<file path="config.mk">
export PLATFORM = sky130hd
export DESIGN_NAME = onehot_scan_decoder_flat
export DESIGN_NICKNAME = d
export VERILOG_FILES = /design/src/rtl/onehot_pkg.sv /design/src/rtl/onehot_scan_decoder_if.sv /design/src/rtl/onehot_decode.sv /design/src/rtl/onehot_scan_decoder.sv /design/src/flat_wrapper.sv
export SDC_FILE = /design/constraint.sdc
export NUM_CORES = 1
export LEC_CHECK = 0
export ABC_AREA = 1
export ABC_CLOCK_PERIOD_IN_PS = 2000
export CAP_MARGIN = 20
export CORE_MARGIN = 5
export CORE_UTILIZATION = 45
export DETAILED_ROUTE_END_ITERATION = 6
export HOLD_SLACK_MARGIN = 0.08
export PLACE_DENSITY = 0.82
export REMOVE_ABC_BUFFERS = 1
export SYNTH_ARGS = -nofsm -noshare
export SYNTH_HDL_FRONTEND = slang
export SYNTH_SLANG_ARGS = --single-unit
</file>
<file path="constraint.sdc">
create_clock -name clk -period 2 [get_ports clk]
set_clock_uncertainty 0.2 [all_clocks]
set_input_delay 0.4 -clock clk [delete_from_list [all_inputs] [get_ports clk]]
set_output_delay 0.4 -clock clk [all_outputs]
set_load 0.01 [all_outputs]
</file>
<file path="src/rtl/onehot_pkg.sv">
// Shared definitions for the one-hot scan decoder: mode encoding and the
// index-to-one-hot decode function used by the combinational decoder.
package onehot_pkg;

  // Largest supported index width; the decode helper works on this width and
  // callers truncate to their own output width.
  localparam int unsigned MAX_SEL_W = 8;
  localparam int unsigned MAX_OUT_W = 2 ** MAX_SEL_W;

  // Encoding of the mode input.
  localparam logic MODE_DIRECT = 1'b0;
  localparam logic MODE_SCAN   = 1'b1;

  // Returns a one-hot vector with the bit for index set. With msb_first the
  // index counts down from bit (2**sel_w - 1), so index 0 is the top bit.
  // index must be below 2**sel_w.
  function automatic logic [MAX_OUT_W-1:0] decode(input int unsigned index,
                                                 input int unsigned sel_w,
                                                 input bit          msb_first);
    logic [MAX_OUT_W-1:0] v;
    logic [MAX_SEL_W-1:0] pos;
    int unsigned          out_w;
    v     = '0;
    out_w = 32'd1 << sel_w;
    pos   = MAX_SEL_W'(msb_first ? (out_w - 32'd1 - index) : index);
    v[pos] = 1'b1;
    return v;
  endfunction

endpackage

</file>
<file path="src/rtl/onehot_scan_decoder_if.sv">
// Control and select bus of the one-hot scan decoder. The master drives the
// controls and observes the select outputs; the decoder is the slave.
interface onehot_scan_decoder_if #(
  parameter int unsigned SEL_W   = 3,
  parameter int unsigned DWELL_W = 8
);

  localparam int unsigned OUT_W = 2 ** SEL_W;

  logic               en;
  logic               clr;
  logic               mode;
  logic               load;
  logic [SEL_W-1:0]   sel;
  logic [DWELL_W-1:0] dwell;
  logic [OUT_W-1:0]   y;
  logic [SEL_W-1:0]   idx;
  logic               valid;
  logic               wrap;

  modport master (
    output en, clr, mode, load, sel, dwell,
    input  y, idx, valid, wrap
  );

  modport slave (
    input  en, clr, mode, load, sel, dwell,
    output y, idx, valid, wrap
  );

endinterface

</file>
<file path="src/rtl/onehot_decode.sv">
// Combinational index to one-hot decoder, parametrised successor of the fixed
// 3-to-8 decoder. Exactly one output bit is set for every index.
module onehot_decode
  import onehot_pkg::*;
#(
  parameter int unsigned SEL_W     = 3,
  parameter bit          MSB_FIRST = 1'b1,
  localparam int unsigned OUT_W    = 2 ** SEL_W
) (
  input  logic [SEL_W-1:0] sel,
  output logic [OUT_W-1:0] y
);

  // Decode at the package's maximum width and keep only the low OUT_W bits.
  assign y = OUT_W'(decode(32'(sel), SEL_W, MSB_FIRST));

endmodule

</file>
<file path="src/rtl/onehot_scan_decoder.sv">
// Registered one-hot decoder with a scan sequencer. In direct mode the loaded
// index is held; in scan mode the active output steps through every position,
// holding each for dwell+1 enabled cycles and pulsing wrap on the 7->0 style
// rollover. All state lives in this module; decode is a separate block.
module onehot_scan_decoder
  import onehot_pkg::*;
#(
  parameter int unsigned SEL_W     = 3,
  parameter int unsigned DWELL_W   = 8,
  parameter bit          MSB_FIRST = 1'b1
) (
  input  logic                  clk,
  input  logic                  rst_n,
  onehot_scan_decoder_if.slave  bus
);

  localparam int unsigned OUT_W = 2 ** SEL_W;
  localparam logic [SEL_W-1:0] LAST_IDX = SEL_W'(OUT_W - 1);

  logic [SEL_W-1:0]   idx_q,   idx_d;
  logic               valid_q, valid_d;
  logic               wrap_q,  wrap_d;
  logic [DWELL_W-1:0] cnt_q,   cnt_d;
  logic               mode_q,  mode_d;
  logic [OUT_W-1:0]   dec_y;

  // Next-state: en gates everything, then clr > load > mode change > scan step.
  always_comb begin
    idx_d   = idx_q;
    valid_d = valid_q;
    cnt_d   = cnt_q;
    mode_d  = mode_q;
    wrap_d  = 1'b0;
    if (bus.en) begin
      mode_d = bus.mode;
      if (bus.clr) begin
        valid_d = 1'b0;
        cnt_d   = '0;
      end else if (bus.load) begin
        idx_d   = bus.sel;
        valid_d = 1'b1;
        cnt_d   = '0;
      end else if (bus.mode != mode_q) begin
        // Restart the dwell on a mode switch; position and valid are kept.
        cnt_d = '0;
      end else if (bus.mode == MODE_SCAN && valid_q) begin
        // >= so a dwell lowered below the running count steps immediately.
        if (cnt_q >= bus.dwell) begin
          cnt_d  = '0;
          idx_d  = idx_q + 1'b1;
          wrap_d = (idx_q == LAST_IDX);
        end else begin
          cnt_d = cnt_q + 1'b1;
        end
      end
    end
  end

  // State registers with asynchronous reset.
  always_ff @(posedge clk or negedge rst_n) begin
    if (!rst_n) begin
      idx_q   <= '0;
      valid_q <= 1'b0;
      wrap_q  <= 1'b0;
      cnt_q   <= '0;
      mode_q  <= MODE_DIRECT;
    end else begin
      idx_q   <= idx_d;
      valid_q <= valid_d;
      wrap_q  <= wrap_d;
      cnt_q   <= cnt_d;
      mode_q  <= mode_d;
    end
  end

  // Decoder on the idx register output; y is driven only from flops.
  onehot_decode #(
    .SEL_W    (SEL_W),
    .MSB_FIRST(MSB_FIRST)
  ) u_decode (
    .sel(idx_q),
    .y  (dec_y)
  );

  // Outputs: y is blanked whenever no index is valid.
  always_comb begin
    bus.y     = valid_q ? dec_y : '0;
    bus.idx   = idx_q;
    bus.valid = valid_q;
    bus.wrap  = wrap_q;
  end

endmodule
</file>
<file path="src/flat_wrapper.sv">
// flat-port wrapper written by rule: the top's interface ports become plain ports
module onehot_scan_decoder_flat import onehot_pkg::*;
#(
  parameter int unsigned SEL_W     = 3,
  parameter int unsigned DWELL_W   = 8,
  parameter bit          MSB_FIRST = 1'b1
)
  (clk, rst_n, bus_en, bus_clr, bus_mode, bus_load, bus_sel, bus_dwell, bus_y, bus_idx, bus_valid, bus_wrap);
  onehot_scan_decoder_if #(.SEL_W(SEL_W), .DWELL_W(DWELL_W)) bus_i ();
  input  logic clk;
  input  logic rst_n;
  input wire logic [$bits(bus_i.en)-1:0] bus_en;
  input wire logic [$bits(bus_i.clr)-1:0] bus_clr;
  input wire logic [$bits(bus_i.mode)-1:0] bus_mode;
  input wire logic [$bits(bus_i.load)-1:0] bus_load;
  input wire logic [$bits(bus_i.sel)-1:0] bus_sel;
  input wire logic [$bits(bus_i.dwell)-1:0] bus_dwell;
  output wire logic [$bits(bus_i.y)-1:0] bus_y;
  output wire logic [$bits(bus_i.idx)-1:0] bus_idx;
  output wire logic [$bits(bus_i.valid)-1:0] bus_valid;
  output wire logic [$bits(bus_i.wrap)-1:0] bus_wrap;
  assign bus_i.en = bus_en;
  assign bus_i.clr = bus_clr;
  assign bus_i.mode = bus_mode;
  assign bus_i.load = bus_load;
  assign bus_i.sel = bus_sel;
  assign bus_i.dwell = bus_dwell;
  assign bus_y = bus_i.y;
  assign bus_idx = bus_i.idx;
  assign bus_valid = bus_i.valid;
  assign bus_wrap = bus_i.wrap;
  onehot_scan_decoder #(.SEL_W(SEL_W), .DWELL_W(DWELL_W), .MSB_FIRST(MSB_FIRST)) u_core (.clk(clk), .rst_n(rst_n), .bus(bus_i));
endmodule
</file>
* Word level (Yosys, flattened, before mapping)
Cells that the tools add are included.
Operators by class: $add $sub $neg 3, magnitude comparators 3, eq/ne operators 3, mux-type cells 20, bitwise gates (word level) 1, reductions and logical operators 9
Operators by type and width (number):
- $mux W8 | 6
- $mux W3 | 4
- $lt A8 B9 Y1 const B | 1
- $mux W1 | 9
- $add A8 B1 Y8 const B | 1
- $demux W1 S8 | 1
- $ge A8 B1 Y1 const B | 1
- $ge A8 B8 Y1 | 1
- $reduce_bool A2 Y1 | 3
- $reduce_and A5 Y1 | 1
- $reduce_and A2 Y1 | 2
- $reduce_bool A4 Y1 | 1
- $sub A3 B3 Y4 const A | 1
- $add A3 B1 Y3 const B | 1
- $eq A3 B3 Y1 const B | 1
- $logic_and A1 B1 Y1 | 2
- $ne A2 B2 Y1 const B | 1
- $ne A1 B1 Y1 | 1
- $not A1 Y1 | 1
Word-level totals: bits in registers 14, input bits 17, output and inout port bits 13, word-level logic and storage cells 44

* Depth between registers and ports, before layout
word-level depth 7, mapped depth 12

* Cells and area by module
Synthesis repeated with hierarchy kept, for this count alone.
Second synthesis, totals: cells, all modules 170, area total of the unflattened synthesis 1122.3 sq um
By module, submodules not included:
- onehot_scan_decoder | instances 1, cells an instance 155, area each 1066.0 sq um
- onehot_decode | instances 1, cells an instance 15, area each 56.3 sq um

* Worst setup path before layout
No wires, ideal clock.
path type in2reg, from input bus_dwell[7], to register u_core.idx_q[2] (netlist: u_core.bus.idx[2]), setup time 0.117 ns, arrival time 1.371 ns, required time 1.683 ns, slack 0.312 ns, cell stages on the path 9, cells stage by stage inv_1 > ha_1 > nand2_1 > nor2_1 > nand4_1 > nand4_2 > nand2_1 > nand2_1 > nand2_1
On the way: cells in the longest elaborated chain, start to end 3
Ends and longest elaborated chain:
- start: declaration | RTL line flat_wrapper.sv:17 | input wire logic [$bits(bus_i.dwell)-1:0] bus_dwell;
- $ge A8 B8 Y1 | RTL line onehot_scan_decoder.sv:48 | if (cnt_q >= bus.dwell) begin
- $reduce_bool A2 Y1 (no source line)
- $reduce_and A5 Y1 (no source line)
- end signal: assignment | RTL line onehot_scan_decoder.sv:68 | idx_q <= idx_d;
- end: declaration | RTL line onehot_scan_decoder.sv:20 | logic [SEL_W-1:0] idx_q, idx_d;
Every way passes these cells. A chain may end at the register's enable or synchronous reset.

* Worst setup path after layout
from register u_core.idx_q[1] (netlist: u_core.bus.idx[1]), to output bus_idx[1]
RTL lines:
- end: declaration | RTL line flat_wrapper.sv:19 | output wire logic [$bits(bus_i.idx)-1:0] bus_idx;
No word-level cell between the ends.

==> impl_results.md <==
- Sequential power share: 38.7%
- Net switching fraction of the power: 34.4%
- Total track usage: 16.5%
- Die Footprint: 0.00366 sq mm
- Core Region: 0.00245 sq mm
- Reg2Reg Depth: 8
- WL met1: 1.30 mm
- Clock Tree Buf Depth: 2
- Met3 wire len: 145 um
- Period utilization: 96.6%
- N_diodes: 0
- GPL Wtd Cong: 0.820
- Seq. cell area: 352 sq um
- Final hold vios: 0
- Top cells by area, synth: dfrtp_1 (31%), nand2_1 (15%), ha_1 (12%)
- FP Rows: 18
- H-tree levels: 1
- Highest Signal Layer: met4
- WL per Instance: 12.7 um
- # DRC: 0
- Final setup violation count: 0
- Met2 wire length: 1.48 mm
- Post-synth EDFFs: 0
- Power per cell area: 509 mW/mm^2
- CP endpoint kind: output port
- Die height: 60.5 um
- Largest net degree at the start of global routing: 15
- Critical path arrival: 1.33 ns
- Seq cells post-synth: 14
- Initial DRC count: 27
- Slew headroom: 81.6%
- Vias: 1176
- Commonest cells in the netlist: nand2_1 (46), inv_1 (25), nor2_1 (16)
- CP max FO: 6
- Count of buffer and inverter cells on the critical path: 1
- Startpoint class of the critical path: flop
- CP max stage cell: clkdlybuf4s50_1
- P&R area growth vs syn: 47.2%
- Maxcap violations: 0
- VDD IR max: 0.472 mV
- Hold buffers post-CTS: 0
- Post-DP HPWL: 2.27 mm
- Yosys top cell area share: 30.5%
- Crit-path cells: clkdlybuf4s50_1
- Synth unique cells: 27
- Fillers: 197
- Delay-heaviest family, CP: buffers and inverters
- Overflow after GRT: 0
- Launching point of the worst reg2reg path: u_core.cnt_q[6]
- DR vias/cell: 5.07
- Antenna-violating nets left: 0
- Slew Viols, Final: 0
- Starting Density: 46.8%
- Max frequency: 0.518 GHz
- CTS tree: yes
- RSZ-0062 raised after global routing: false
- Slew @ Worst Pin: 0.276 ns
- CTS root buf: clkbuf_4
- Syn Inst Count: 160
- Cell internal pwr: 0.564 mW
- NetSw: 0.297 mW
- Status: finished, final reports clean
- Synthesized area per cell: 7.18 sq um
- Worst skew pair latency: 0.29 ns
- First-pass GRT wire length: 4.63 mm
- Num CTS Buffers: 3
- Mapped Area: 0.00115 sq mm
- Crit-path max cell delay: 0.58 ns
- DR pass1 iterations: 4
- Share of post-route cells with drive strength above 1: 28.2%
- Nets: 231
- Seq/Total Area, Yosys: 30.5%
- Reg-to-Reg End: u_core.bus.idx[0]
- Most common flop cell mapped by yosys: dfrtp_1
- CP Class: flop to output port
- # clock sinks: 14
- Die width: 60.5 um
- Hold_ws: 0.227 ns
- Combinational share of power: 36.6%
- Most frequent cell after synthesis: nand2_1
- Reg clk slew, reported paths: 0.10 ns
- CP required: 1.40 ns
- Total Routed Length: 2.95 mm
- Synth warn: 0
- Port-buffer cells: 29
- Static leakage: 0.911 nW
- Layout Utilization: 68.9%
- Multi-input logic area: 802 sq um
- Vias in the first global route: 1169
- Hold crit path type: input pin to async pin
- R2R setup slack: 0.11 ns
- IO Count: 30
- Ys async rst share: 100%
- Final critical-path required period: 1.93 ns
- Antenna violations before repair: 0
- Largest area contributor in the netlist: dfrtp_1
- Clock network power share: 24.7%
## flip-flops by register name, summed over array words and instances, names as in the netlist
| name | cells |
|---|---|
| u_core.bus.idx | 3 |
| u_core.cnt_q | 8 |
| u_core.bus.valid | 1 |
| u_core.mode_q | 1 |
| u_core.bus.wrap | 1 |
## per-stage QoR
step | TNS [ns] | cells | worst slack, ns | area [sq um] | power, mW
after floorplan | 0 | 159 | 0.312 | 1140 | 0.481
after global placement | -2.28 | 226 | -0.257 | 1530 | 0.640
after detailed placement | -3.18 | 226 | -0.365 | 1530 | 0.650
after CTS | 0 | 230 | 0.00124 | 1580 | 0.851
after global routing | 0 | 232 | 0.00631 | 1690 | 0.915
final | 0 | 232 | 0.0684 | 1690 | 0.861
## worst max-delay path by stage
stage	from	end	depth (start not counted)
4_1_cts	u_core.bus.valid	bus_y[7]	4
5_1_grt	u_core.bus.idx[1]	bus_idx[1]	1
2_1_floorplan	bus_dwell[7]	u_core.bus.idx[2]	9
3_3_place_gp	bus_dwell[7]	u_core.bus.idx[1]	10
3_5_place_dp	bus_dwell[7]	u_core.bus.idx[0]	10
6_report	u_core.bus.idx[1]	bus_idx[1]	1
## layer usage
| metal | vias to the layer above | track usage (%) |
|---|---|---|
| met5 | - | 0 |
| li1 | 591 | - |
| met3 | 5 | 2.55 |
| met4 | 0 | 5.57 |
| met1 | 553 | 20.2 |
| met2 | 27 | 29.6 |
## final cells by class
cell class,count,share of cell area (%)
flip-flops and latches,14,20.8
clock buffers,4,2.15
well taps,30,2.22
multi-input cells,117,47.4
inverters,28,6.37
repair buffers,39,21.0
## placed cells by master, fill, tap and decap left out, types with 2 or more instances in the layout
| master | n |
|---|---|
| nand2_2 | 6 |
| nor2_1 | 14 |
| ha_4 | 6 |
| inv_2 | 7 |
| nand3_1 | 7 |
| nor2_4 | 4 |
| nand2_4 | 3 |
| clkbuf_4 | 3 |
| dfrtp_1 | 13 |
| buf_4 | 10 |
| nand3_2 | 2 |
| nand4_1 | 5 |
| dlymetal6s2s_1 | 6 |
| dlygate4sd2_1 | 4 |
| a21oi_1 | 2 |
| clkdlybuf4s50_1 | 15 |
| ha_1 | 5 |
| inv_1 | 20 |
| o21ai_1 | 2 |
| clkbuf_2 | 4 |
| xor2_1 | 3 |
| o21ai_0 | 4 |
| nand2_1 | 42 |
| nor2_2 | 4 |
## cell families after synthesis
| group | share of synthesized area, % |
|---|---|
| AND/OR/NAND/NOR | 38.7 |
| buffers and inverters | 10.0 |
| flip-flops | 30.5 |
| AO/OA/AOI/OAI | 6.54 |
| adder cells (fa/ha/maj) | 12.0 |
| XOR/XNOR | 2.29 |
## power by group through the flow
stage / clock (mW) / combinational [mW] / sequential [mW]
floorplan: 0 / 0.136 / 0.345
global placement: 0 / 0.305 / 0.335
detailed placement: 0 / 0.313 / 0.337
CTS: 0.213 / 0.306 / 0.332
global route: 0.225 / 0.350 / 0.339
finish: 0.213 / 0.316 / 0.333
## what timing repair did
action / CTS / global route
gates cloned: 0 / 0
pin swaps: 3 / 10
resized for setup: 13 / 32
endpoints found under the hold margin: 0 / 0
buffers inserted: 0 / 2
setup endpoints to repair: 11 / 14
Note: power is estimated with default switching activity, not from simulation.
